File: src/rtl/fp_div_seq.sv
// Sequential binary32 divider: restoring radix-2, fixed 29-cycle start-to-done latency.
// Define FP_DIV_SUBNORM_EN for subnormal operand/result support; otherwise subnormals flush to zero.
module fp_div_seq (
   input  logic        clk,
   input  logic        rst,
   input  logic        start,
   input  logic [31:0] fp_X,
   input  logic [31:0] fp_Y,
   input  logic [2:0]  r_mode,
   output logic        busy,
   output logic        done,
   output logic [31:0] fp_Z,
   output logic        ovrf,
   output logic        udrf,
   output logic        dz
);
   typedef enum logic [2:0] {IDLE, UNPACK, DIVIDE, ROUND, DONE} state_t;

   state_t             state_q, state_d;
   logic [31:0]        x_q, x_d, y_q, y_d, spec_z_q, spec_z_d, z_q, z_d;
   logic [2:0]         rm_q, rm_d;
   logic [4:0]         cnt_q, cnt_d;
   logic [25:0]        rem_q, rem_d, quo_q, quo_d;
   logic [23:0]        div_q, div_d;
   logic signed [9:0]  exp_q, exp_d;
   logic               sign_q, sign_d, spec_q, spec_d, spec_dz_q, spec_dz_d;
   logic               ovrf_q, ovrf_d, udrf_q, udrf_d, dz_q, dz_d;

   // Returns {biased exponent (10b, may be <1 for normalized subnormals), 24b significand}
   function automatic logic [33:0] norm_op(input logic [31:0] f);
      logic [23:0] m;
      logic [9:0]  e;
`ifdef FP_DIV_SUBNORM_EN
      logic [4:0]  lz;
      m  = {(f[30:23] != 8'd0), f[22:0]};
      lz = 5'd0;
      for (int i = 0; i < 24; i++) if (m[i]) lz = 5'(23 - i);
      m  = m << lz;
      e  = (f[30:23] == 8'd0) ? (10'd1 - {5'd0, lz}) : {2'b00, f[30:23]};
`else
      m  = {1'b1, f[22:0]};
      e  = {2'b00, f[30:23]};
`endif
      return {e, m};
   endfunction

   logic [33:0] nx, ny;
   logic        x_nan, y_nan, x_inf, y_inf, x_zero, y_zero, mx_lt, res_sign;
   assign nx       = norm_op(x_q);
   assign ny       = norm_op(y_q);
   assign x_nan    = (x_q[30:23] == 8'hFF) && (x_q[22:0] != 23'd0);
   assign y_nan    = (y_q[30:23] == 8'hFF) && (y_q[22:0] != 23'd0);
   assign x_inf    = (x_q[30:23] == 8'hFF) && (x_q[22:0] == 23'd0);
   assign y_inf    = (y_q[30:23] == 8'hFF) && (y_q[22:0] == 23'd0);
`ifdef FP_DIV_SUBNORM_EN
   assign x_zero   = (x_q[30:0] == 31'd0);
   assign y_zero   = (y_q[30:0] == 31'd0);
`else
   assign x_zero   = (x_q[30:23] == 8'd0);
   assign y_zero   = (y_q[30:23] == 8'd0);
`endif
   assign mx_lt    = nx[23:0] < ny[23:0];
   assign res_sign = x_q[31] ^ y_q[31];

   // Rounding of the 26-bit quotient (1.f23 g r) plus remainder sticky
   logic        tiny, g_bit, r_bit, st_bit, inexact, inc, ovf;
   logic [25:0] qs;
   logic [9:0]  e_adj;
   logic [32:0] sum;
   logic [31:0] res_z;
   logic        res_udrf, res_ovrf;
`ifdef FP_DIV_SUBNORM_EN
   logic signed [9:0] sh_amt;
   logic [4:0]        sh;
   logic [51:0]       wide;
`endif

   always_comb begin
      tiny     = exp_q < 10'sd1;
`ifdef FP_DIV_SUBNORM_EN
      sh_amt   = 10'sd1 - exp_q;
      sh       = !tiny ? 5'd0 : (sh_amt > 10'sd27) ? 5'd27 : sh_amt[4:0];
      wide     = {quo_q, 26'd0} >> sh;
      qs       = wide[51:26];
      st_bit   = (rem_q != 26'd0) || (wide[25:0] != 26'd0);
      e_adj    = tiny ? 10'd0 : 10'(exp_q - 10'sd1);
`else
      qs       = quo_q;
      st_bit   = (rem_q != 26'd0);
      e_adj    = 10'(exp_q - 10'sd1);
`endif
      g_bit    = qs[1];
      r_bit    = qs[0];
      inexact  = g_bit | r_bit | st_bit;
      case (rm_q)
         3'b001:  inc = 1'b0;
         3'b010:  inc = sign_q & inexact;
         3'b011:  inc = ~sign_q & inexact;
         3'b100:  inc = g_bit;
         default: inc = g_bit & (r_bit | st_bit | qs[2]);
      endcase
      // Hidden bit lands in the exponent field, so a rounding carry bumps it for free
      sum      = {e_adj, 23'd0} + {9'd0, qs[25:2]} + {32'd0, inc};
      ovf      = $signed(sum[32:23]) > 10'sd254;
      res_z    = {sign_q, sum[30:0]};
      res_ovrf = 1'b0;
      res_udrf = tiny & inexact;
      if (spec_q) begin
         res_z    = spec_z_q;
         res_udrf = 1'b0;
`ifndef FP_DIV_SUBNORM_EN
      end else if (tiny) begin
         res_z    = {sign_q, 31'd0};
         res_udrf = 1'b1;
`endif
      end else if (ovf) begin
         res_ovrf = 1'b1;
         res_udrf = 1'b0;
         case (rm_q)
            3'b001:  res_z = {sign_q, 8'hFE, 23'h7FFFFF};
            3'b010:  res_z = sign_q ? {1'b1, 8'hFF, 23'd0} : {1'b0, 8'hFE, 23'h7FFFFF};
            3'b011:  res_z = sign_q ? {1'b1, 8'hFE, 23'h7FFFFF} : {1'b0, 8'hFF, 23'd0};
            default: res_z = {sign_q, 8'hFF, 23'd0};
         endcase
      end
   end

   always_comb begin
      state_d = state_q;
      case (state_q)
         IDLE:    if (start) state_d = UNPACK;
         UNPACK:  state_d = DIVIDE;
         DIVIDE:  if (cnt_q == 5'd26) state_d = ROUND;
         ROUND:   state_d = DONE;
         DONE:    state_d = IDLE;
         default: state_d = IDLE;
      endcase
   end

   always_comb begin
      x_d = x_q;  y_d = y_q;  rm_d = rm_q;  cnt_d = cnt_q;
      rem_d = rem_q;  quo_d = quo_q;  div_d = div_q;  exp_d = exp_q;
      sign_d = sign_q;  spec_d = spec_q;  spec_z_d = spec_z_q;  spec_dz_d = spec_dz_q;
      z_d = z_q;  ovrf_d = ovrf_q;  udrf_d = udrf_q;  dz_d = dz_q;
      case (state_q)
         IDLE: if (start) begin
            x_d  = fp_X;
            y_d  = fp_Y;
            rm_d = r_mode;
         end
         UNPACK: begin
            cnt_d     = 5'd0;
            quo_d     = 26'd0;
            div_d     = ny[23:0];
            rem_d     = mx_lt ? {1'b0, nx[23:0], 1'b0} : {2'b00, nx[23:0]};
            exp_d     = nx[33:24] - ny[33:24] + 10'd127 - {9'd0, mx_lt};
            sign_d    = res_sign;
            spec_d    = 1'b1;
            spec_dz_d = 1'b0;
            if (x_nan || y_nan || (x_zero && y_zero) || (x_inf && y_inf))
               spec_z_d = 32'h7FC00000;
            else if (x_inf)
               spec_z_d = {res_sign, 8'hFF, 23'd0};
            else if (y_inf || x_zero)
               spec_z_d = {res_sign, 31'd0};
            else if (y_zero) begin
               spec_z_d  = {res_sign, 8'hFF, 23'd0};
               spec_dz_d = 1'b1;
            end else begin
               spec_z_d  = 32'd0;
               spec_d    = 1'b0;
            end
         end
         DIVIDE: if (cnt_q != 5'd26) begin
            cnt_d = cnt_q + 5'd1;
            if (rem_q >= {2'b00, div_q}) begin
               quo_d = {quo_q[24:0], 1'b1};
               rem_d = (rem_q - {2'b00, div_q}) << 1;
            end else begin
               quo_d = {quo_q[24:0], 1'b0};
               rem_d = rem_q << 1;
            end
         end
         ROUND: begin
            z_d    = res_z;
            ovrf_d = res_ovrf;
            udrf_d = res_udrf;
            dz_d   = spec_q & spec_dz_q;
         end
         default: ;
      endcase
   end

   always_ff @(posedge clk) begin
      if (rst) begin
         state_q <= IDLE;
         x_q <= '0;  y_q <= '0;  rm_q <= '0;  cnt_q <= '0;
         rem_q <= '0;  quo_q <= '0;  div_q <= '0;  exp_q <= '0;
         sign_q <= 1'b0;  spec_q <= 1'b0;  spec_z_q <= '0;  spec_dz_q <= 1'b0;
         z_q <= '0;  ovrf_q <= 1'b0;  udrf_q <= 1'b0;  dz_q <= 1'b0;
      end else begin
         state_q <= state_d;
         x_q <= x_d;  y_q <= y_d;  rm_q <= rm_d;  cnt_q <= cnt_d;
         rem_q <= rem_d;  quo_q <= quo_d;  div_q <= div_d;  exp_q <= exp_d;
         sign_q <= sign_d;  spec_q <= spec_d;  spec_z_q <= spec_z_d;  spec_dz_q <= spec_dz_d;
         z_q <= z_d;  ovrf_q <= ovrf_d;  udrf_q <= udrf_d;  dz_q <= dz_d;
      end
   end

   assign busy = (state_q != IDLE);
   assign done = (state_q == DONE);
   assign fp_Z = z_q;
   assign ovrf = ovrf_q;
   assign udrf = udrf_q;
   assign dz   = dz_q;
endmodule

File: config.mk
export PLATFORM = sky130hd
export DESIGN_NAME = fp_div_seq
export DESIGN_NICKNAME = d
export VERILOG_FILES = /design/src/rtl/fp_div_seq.sv
export SDC_FILE = /design/constraint.sdc
export NUM_CORES = 1
export LEC_CHECK = 0
export BUFFER_PORTS_ARGS = -buffer_cell sky130_fd_sc_hd__buf_4
export CAP_MARGIN = 10
export CORE_MARGIN = 2
export CORE_UTILIZATION = 50
export CTS_BUF_LIST = sky130_fd_sc_hd__clkbuf_2
export DETAILED_ROUTE_END_ITERATION = 6
export GPL_TIMING_DRIVEN = 0
export HOLD_SLACK_MARGIN = 0.03
export PLACE_DENSITY = 0.69
export SYNTH_ARGS = -nofsm -noshare
export SYNTH_HDL_FRONTEND = slang
export SYNTH_SLANG_ARGS = --single-unit
export TNS_END_PERCENT = 50
File: constraint.sdc
create_clock -name clk -period 5.16 [get_ports clk]
set_input_delay 0.516 -clock clk [delete_from_list [all_inputs] [get_ports clk]]
set_output_delay 0.516 -clock clk [all_outputs]
set_load 0.01 [all_outputs]
==> Yosys cells after proc, flatten, opt, wreduce, memory -nomap -nowiden <==
Index checks and enable logic that the tools add are counted.
{ "totals": {"register_bits": 231, "inputBits": 70, "output_inout_bits": 37, "word_cells": 114} }
{ "op_classes": {"n_addsub": 8, "magnitude_cmp": 4, "eq_ne": 15, "muxes": 36, "n_bitwise": 11, "reduce_logical": 23} }
{ "ops": {"columns": ["cell", "count"], "rows": [
  ["$mux 32", 9],
  ["$pmux 26 s2", 2],
  ["$pmux 32 s3", 1],
  ["$mux 26", 3],
  ["$logic_not 23->1", 2],
  ["$reduce_bool 23->1", 2],
  ["$add 33x1->33", 1],
  ["$add 33x24->33", 1],
  ["$ge 26x24->1", 1],
  ["$reduce_bool 26->1", 1],
  ["$mux 25", 1],
  ["$sub 25x24->25", 1],
  ["$lt 24x24->1", 1],
  ["$eq 8x8->1 const B", 2],
  ["$logic_not 8->1", 2],
  ["$mux 1", 14],
  ["$eq 3x2->1 const B", 4],
  ["$pmux 3 s4", 1],
  ["$add 9x8->10 const B", 1],
  ["$gt 10x9->1 const B", 1],
  ["$lt 10x2->1 const B", 1],
  ["$pmux 5 s2", 1],
  ["$sub 10x1->10", 1],
  ["$sub 10x2->10 const B", 1],
  ["20 further kinds", 42]
]} }

==> Longest topological paths before layout <==
Gate-level depths: netlist (run 1).
{ "depth": {"depth_word": 10, "ltp_mapped": 21, "depth_no_buf": 20} }

==> Worst setup path before layout (run 1) <==
No wires, ideal clock.
{ "synth_timing": {"kind": "reg-to-reg", "startpoint": "reg y_q[13]", "endpoint": "reg exp_q[7]", "setup_ps": 70, "t_arrival_ps": 3819, "path_slack_ps": 1271, "path_stages_with_launch": 21, "period_less_slack_ps": 3889, "cell_sequence": "dfxtp_1 > inv_1 > ha_1 > a21o_1 > a21o_1 > a21oi_1 > o31ai_1 > a2111oi_2 > buf_2 > inv_1 > ha_1 > ha_1 > fa_1 > a21oi_1 > o21bai_1 > a21oi_1 > nor2_1 > nor2_1 > xnor2_1 > nand2_1 > a21oi_1"} }
{ "synth_between": {"elab_chain_cells": 2} }
{ "synth_rtl": {"columns": ["item", "line_no", "rtl"], "rows": [
  ["start, declared", "20", "logic [31:0] x_q, x_d, y_q, y_d, spec_z_q, spec_z_d, z_q, z_d;"],
  ["start signal, assigned", "197", "x_q <= '0; y_q <= '0; rm_q <= '0; cnt_q <= '0;"],
  ["start signal, assigned", "203", "x_q <= x_d; y_q <= y_d; rm_q <= rm_d; cnt_q <= cnt_d;"],
  ["$lt 24x24->1", "62", "assign mx_lt = nx[23:0] < ny[23:0];"],
  ["$sub 10x1->10", "156", "exp_d = nx[33:24] - ny[33:24] + 10'd127 - {9'd0, mx_lt};"],
  ["end signal, assigned", "204", "rem_q <= rem_d; quo_q <= quo_d; div_q <= div_d; exp_q <= exp_d;"],
  ["end, declared", "25", "logic signed [9:0] exp_q, exp_d;"]
]} }
Every way passes these cells.
A chain may end at the register's enable or synchronous reset.

==> Worst setup path in the final report (run 1) <==
{ "layout_timing": {"startpoint": "reg rm_q[2]", "endpoint": "reg z_q[21] (netlist: fp_Z[21])"} }
{ "layout_between": {"elab_chain_cells": 7, "elab_cells_between_ends": 11} }
{ "layout_rtl": {"columns": ["item", "line_no", "rtl"], "rows": [
  ["start, declared", "21", "logic [2:0] rm_q, rm_d;"],
  ["start signal, assigned", "197", null],
  ["start signal, assigned", "203", null],
  ["$eq 3x3->1 (tied with other cells)", "95", "case (rm_q)"],
  ["$pmux 1 s4", "95", null],
  ["$add 33x1->33", "103", "sum = {e_adj, 23'd0} + {9'd0, qs[25:2]} + {32'd0, inc};"],
  ["$gt 10x9->1", "104", "ovf = $signed(sum[32:23]) > 10'sd254;"],
  ["$mux 32 (*)", "116", "end else if (ovf) begin"],
  ["$mux 32 (*)", "112", "end else if (tiny) begin"],
  ["$mux 32 (*)", "108", "if (spec_q) begin"],
  ["end signal, assigned", "206", "z_q <= z_d; ovrf_q <= ovrf_d; udrf_q <= udrf_d; dz_q <= dz_d;"],
  ["end, declared", "20", null]
]} }
Every way passes the cells marked *; elsewhere a longest branch is shown, timed or not.

==> results.tsv, run 1 <==
metric	value	unit
status	completed	
portBuffers	105	
coreArea	22800	um^2
drv_slew	0	
start_util	0.513	
cts_root_buf	clkbuf_2	
fillCellCount	2083	
avgSynthCellArea	7.65	um^2
dp_slack	0.498	ns
dieArea	24600	um^2
leakage	5.68	nW
drt-initial-drc-count	1113	
grt_pass1_vias	11200	
ant_nets	0	
hold_ws	0.320	ns
cts_inserted_buffers	53	
clk_path_buf_depth	3	
synth_seq_cells	202	
routedWlPerCell	17.6	um
power_density	429	nW/um^2
stdcell_area	14000	um^2
drive_gt1_frac	0.123	
clkSinkCount	202	
cts.reportedPaths.clkPinSlew	0.10	ns
cap_violations	0	
dr.pass1.iters	7	
remaining_drc_errors	0	
place_congestion	0.927	
critPathTopFamily	compound AO/OA/AOI/OAI gates	
rsz0062_at_grt	no	
finalHoldViolations	0	
final_nets	1899	
fp.dieH	157	um
routed_wl	37.0	mm
viasPerCell	5.72	
critPathMaxStageDelay	0.75	ns
grt_max_degree	16	
p_total	6.00	mW
cp-start-kind	flip-flop	
io_pins	107	
critPathKind	flip-flop to flip-flop	
setup_tns	0	ns
yosysWarnings	0	
synth_cells	1529	
die_x	157	um
yosysSeqAreaShare	0.346	
area_growth	19.7	%
grt_usage	0.297	
cts_max_level	2	
overflow	0	
cp_cell_sequence	and3b_1 -> ha_1 -> nand3b_1 -> a22oi_1 -> ha_1 -> ha_1 -> nand4_1 -> nor4_2 -> a21oi_1 -> a221oi_1 -> nand3_1 -> nand4_1 -> a21oi_2 -> buf_6 -> a211oi_4 -> buf_6 -> o21ai_0 -> a21oi_1	
synth-async-reset-ratio	0	
worst_slew_pin_slew	0.883	ns
antenna_found_initial	1	
num_rows	55	
tritoncts	done	
max-slew-margin-rel	0.411	
grt_first_pass_wirelength	58.0	mm
stdcell_count	2101	
max_freq	0.208	GHz
post-route-min-period	4.82	ns
critPathMaxFanout	10	
setup_ws	0.345	ns
ys_dominant_reg_cell	dfxtp_1	
dp_hpwl	27.1	mm
crit_required	5.90	ns
synth_enable_flop_cells	0	
synth_nets	1671	
clk_latency	0.87	ns
end_kind	flip-flop	
holdCritPathClass	input pin to flip-flop	
placed_cell_area	12900	um^2
min_period_over_period	0.933	
vias	12000	
path_common_cell	ha_1	
dp.cells	1947	
critPathArrivalTime	5.55	ns
synth_area	11700	um^2
utilization	0.614	
setup_viol	0	
final.setup_skew	0.0968	ns
irDropWorstVdd	0.197	mV
crit_buf_inv	2	
synth_cell_types	71	
crit_path_top_delay_cell	nor4_2	
per-layer routing:
metal,track usage,share of wire,up-vias,routed length [um]
met5,0,0,-,0
met4,0.0830,0.018,0,648
met3,0.0443,0.078,54,2900
met2,0.459,0.44,481,16100
met1,0.430,0.47,5615,17300
li1,-,-,5863,-
final timing paths:
path / startpoint / to / slack [ns] / cells past startpoint
worst min-delay path: rst / fp_Z[23] / 0.32 / 3
worst max-delay path: rm_q[2] / fp_Z[21] / 0.34 / 18
worst max register to register: rm_q[2] / fp_Z[21] / 0.34 / 18
worst min register to register: fp_Z[6] / fp_Z[6] / 0.45 / 2
layout by cell type (no fill, tap or decap), types with 33 or more instances in the layout:
cell | Yosys | routed
a21oi_1 | 219 | 219
buf_4 | 2 | 107
clkbuf_1 | 71 | 71
clkbuf_2 | 0 | 73
dfxtp_1 | 202 | 202
dlygate4sd3_1 | 0 | 68
ha_1 | 69 | 69
inv_1 | 83 | 83
nand2_1 | 300 | 300
nand3_1 | 48 | 48
nor2_1 | 62 | 62
nor3_1 | 33 | 33
o21ai_0 | 47 | 47
xnor2_1 | 41 | 41
tightest hold or removal path, cell delays in order:
cell and delay (ns):
clkbuf_1 0.18, clkinv_1 0.27, o211a_1 0.19
synthesized netlist by cell type, types with 6 or more instances:
cell,instances,area (um^2)
a211o_1,6,52.6
a211oi_1,13,97.6
a21boi_0,7,52.6
a21o_1,21,158
a21oi_1,219,1100
a311oi_1,6,52.6
a31oi_1,10,62.6
a32o_1,7,70.1
and2_1,6,37.5
and3_1,10,62.6
buf_1,12,45.0
buf_2,7,35.0
clkbuf_1,71,267
dfxtp_1,202,4040
ha_1,69,863
inv_1,83,312
mux2i_1,24,240
nand2_1,300,1130
nand2b_1,9,56.3
nand3_1,48,240
nand4_1,24,150
nor2_1,62,233
nor2b_1,9,56.3
nor3_1,33,165
nor3b_1,6,45.0
nor4_1,21,131
o211ai_1,13,97.6
o21ai_0,47,235
o21ai_1,11,55.1
o21bai_1,9,67.6
o22ai_1,6,37.5
or3_1,7,43.8
xnor2_1,41,359
xor2_1,23,201
flip-flops by register name, summed over array words and instances, names as in the netlist, 3 cells and up:
register / flops
rm_q: 3
cnt_q: 5
x_q: 32
fp_Z: 32
rem_q: 26
exp_q: 10
y_q: 32
div_q: 24
state_q: 3
spec_z_q: 3
qs: 26
where the power goes:
part           internal [mW]  total [mW]  switching (mW)
combinational           1.20        3.04            1.85
sequential              1.69        1.86           0.166
clock                  0.428        1.10           0.668
cells by family after synthesis:
group / share of synthesized area
fa+ha+maj: 0.0790
mux: 0.0244
compound gates: 0.218
buf+inv: 0.0608
simple gates: 0.224
xor+xnor: 0.0479
flops: 0.346
layout make-up:
cell class / count / area (um^2) / share of cell area
multi-input combinational: 1148 / 6940 / 0.496
buffer: 95 / 395 / 0.0283
clock inverter: 12 / 76.3 / 0.00545
timing repair buffer: 173 / 1470 / 0.105
sequential: 202 / 4040 / 0.289
clock buffer: 73 / 365 / 0.0261
tap: 313 / 392 / 0.0280
inverter: 84 / 315 / 0.0225
antenna: 1 / 2.50 / 0.000179
timing repair:
| item | in CTS | in global routing |
|---|---|---|
| hold buffers | 68 | 0 |
| buffers inserted | 0 | 0 |
| gates resized for setup | 0 | 0 |
| hold endpoints to repair | 68 | 0 |
Note: power is estimated with default switching activity, not from simulation.
==> run 2, diff against run 1 <==
--- a/config.mk
+++ b/config.mk
@@ -5,13 +5,12 @@
 export SDC_FILE = /design/constraint.sdc
 export NUM_CORES = 1
 export LEC_CHECK = 0
-export BUFFER_PORTS_ARGS = -buffer_cell sky130_fd_sc_hd__buf_4
+export BUFFER_PORTS_ARGS = -buffer_cell sky130_fd_sc_hd__buf_2
 export CAP_MARGIN = 10
 export CORE_MARGIN = 2
 export CORE_UTILIZATION = 50
 export CTS_BUF_LIST = sky130_fd_sc_hd__clkbuf_2
 export DETAILED_ROUTE_END_ITERATION = 6
-export GPL_TIMING_DRIVEN = 0
 export HOLD_SLACK_MARGIN = 0.03
 export PLACE_DENSITY = 0.69
 export SYNTH_ARGS = -nofsm -noshare
==> run 2 against run 1 <==
Compared with the run above: combinational power is 5% lower; cell count is 2.8% lower; hold slack better by 0.11 ns; clock power is 4% lower; power is 2.7% lower; non-clock buffer count is 63 lower; final area is 2.3% lower; maximum frequency is 4.8% higher; global-route usage is 1.9 points lower; critical path depth is 2 lower; critical path type unchanged; largest power group unchanged.
==> results.tsv, run 2 (synthesis results as in run 1) <==
metric	value	unit	change
power_density	427	nW/um^2	-0.33%
area_growth	16.9	%	
seq_area	4040	um^2	unchanged
finalHoldViolations	0		unchanged
cts_setup_buffers	0		unchanged
overflow	0		unchanged
place_congestion	0.907		-2.1%
holdCritPathClass	input pin to flip-flop		
dp_hpwl	22.9	mm	-15%
crit_path_start	rm_q[2]		
status	completed		
r2r_setup_slack	0.56	ns	+0.22 ns
max-slew-margin-rel	0.418		+0.00705
critical_path.endpoint	fp_Z[0]		
grt_max_degree	77		+61
cts_max_level	2		unchanged
leakage	5.65	nW	-0.55%
coreArea	22800	um^2	unchanged
grt_usage	0.278		-0.0194
multi_input_area	6970	um^2	+0.54%
antenna_found_initial	1		unchanged
remaining_drc_errors	0		unchanged
setup_viol	0		unchanged
cts.reportedPaths.clkPinSlew	0.10	ns	about the same
rsz0062_at_grt	no		
end_kind	flip-flop		
final_nets	1836		-3.3%
crit_required	5.90	ns	about the same
portBuffers	106		+0.95%
max_freq	0.218	GHz	+4.8%
drt-initial-drc-count	1025		-7.9%
clk_path_buf_depth	3		unchanged
post-route-min-period	4.60	ns	-0.220 ns
irDropWorstVdd	0.222	mV	+12%
routed_wl	34.3	mm	-7.3%
start_util	0.513		unchanged
final_cell_mix	nand2_1, a21oi_1, dfxtp_1		
ant_nets	0		unchanged
die_x	157	um	unchanged
viasPerCell	5.72		about the same
reg2reg_depth	16		-2
fillCellCount	2058		-1.2%
setup_ws	0.565	ns	+0.220 ns
final.setup_skew	0.0492	ns	-0.0476 ns
dieArea	24600	um^2	unchanged
clkSinkCount	202		unchanged
worst_slew_pin_slew	0.870	ns	-0.0138 ns
num_rows	55		unchanged
vias	11700		-2.8%
reg2reg_from	rm_q[2]		
setup_tns	0	ns	unchanged
io_pins	107		unchanged
drive_gt1_frac	0.134		+0.0111
tritoncts	done		
min_period_over_period	0.891		-0.0427
dp_slack	0.628	ns	+0.130 ns
critPathArrivalTime	5.34	ns	-0.21 ns
stdcell_area	13700	um^2	-2.3%
drv_slew	0		unchanged
dr.pass1.iters	5		-2
placed_cell_area	12400	um^2	-4.0%
r2r-end	fp_Z[0]		
post_cts_resized	0		unchanged
cts_inserted_buffers	52		-1.9%
routedWlPerCell	16.8	um	-4.6%
critPathMaxFanout	11		+1
final_common_cell	nand2_1		
cp-start-kind	flip-flop		
grt_pass1_vias	10800		-3.3%
fp.dieH	157	um	unchanged
cap_violations	0		unchanged
critPathKind	flip-flop to flip-flop		
hold_ws	0.435	ns	+0.115 ns
cts_root_buf	clkbuf_2		
grt_first_pass_wirelength	55.3	mm	-4.7%
clk_latency	0.85	ns	-0.02 ns
## run 2: cell types whose count changed in the layout (fill, tap and decap cells not counted), moves of 2 or more
cell,previous run,this run
buf_4,107,14
dlygate4sd3_1,68,84
buf_2,7,105
clkbuf_2,73,75
buf_6,3,1
buf_1,12,0
clkinvlp_4,0,2
clkbuf_1,71,0
## run 2: worst max-delay path, cell delays in order (launching register included)
cell and delay (ns):
dfxtp_1 0.43, and3b_1 0.22, ha_1 0.28, nand3b_1 0.07, a22oi_1 0.18, ha_1 0.25
ha_1 0.27, nand4_1 0.16, nor4_2 0.58, a21oi_1 0.19, a221oi_1 0.32, nand3_1 0.15
nand4_1 0.15, a21oi_2 0.13, a211oi_2 0.74, o21ai_0 0.20, a21oi_1 0.19
## run 2: worst min path at each step
stage,cells after the start,to,startpoint
6_report,4,y_q[22],fp_Y[22]
5_1_grt,4,y_q[22],fp_Y[22]
4_1_cts,4,y_q[23],fp_Y[23]
3_5_place_dp,2,fp_Z[2],fp_Z[2]
3_3_place_gp,2,fp_Z[10],fp_Z[10]
2_1_floorplan,2,div_q[23],div_q[23]
## run 2: metal layers
metal | vias up | global-route usage | wire length (um)
li1 | 5727 | - | -
met1 | 5462 | 0.404 | 16400
met2 | 416 | 0.419 | 14600
met3 | 68 | 0.0438 | 2350
met4 | 0 | 0.0909 | 933
met5 | - | 0 | 0
## run 2: layout make-up
cell class                      instances  area share
Timing Repair Buffer                  205       0.110
Clock inverter                         13     0.00458
Antenna cell                            1    0.000183
Clock buffer                           75      0.0275
Inverter                               84      0.0231
Sequential cell                       202       0.296
Tap cell                              313      0.0287
Multi-Input combinational cell       1149       0.510
## run 2: stage by stage
stage / utilization / cells / power [mW]
6_report: 0.600 / 2042 / 5.84
5_1_grt: 0.600 / 2042 / 6.28
4_1_cts: 0.598 / 2039 / 5.79
3_5_place_dp: 0.542 / 1867 / 4.67
3_3_place_gp: 0.542 / 1867 / 4.64
2_1_floorplan: - / 1529 / 4.04
## run 2: timing repair
item                       in CTS  in global routing
setup endpoints to repair       0                  2
hold buffers                   84                  0
hold endpoints to repair       86                  0
## run 2: power breakdown
| part | switching [mW] | internal [mW] |
|---|---|---|
| clock network | 0.669 | 0.389 |
| logic | 1.73 | 1.16 |
| registers | 0.200 | 1.69 |
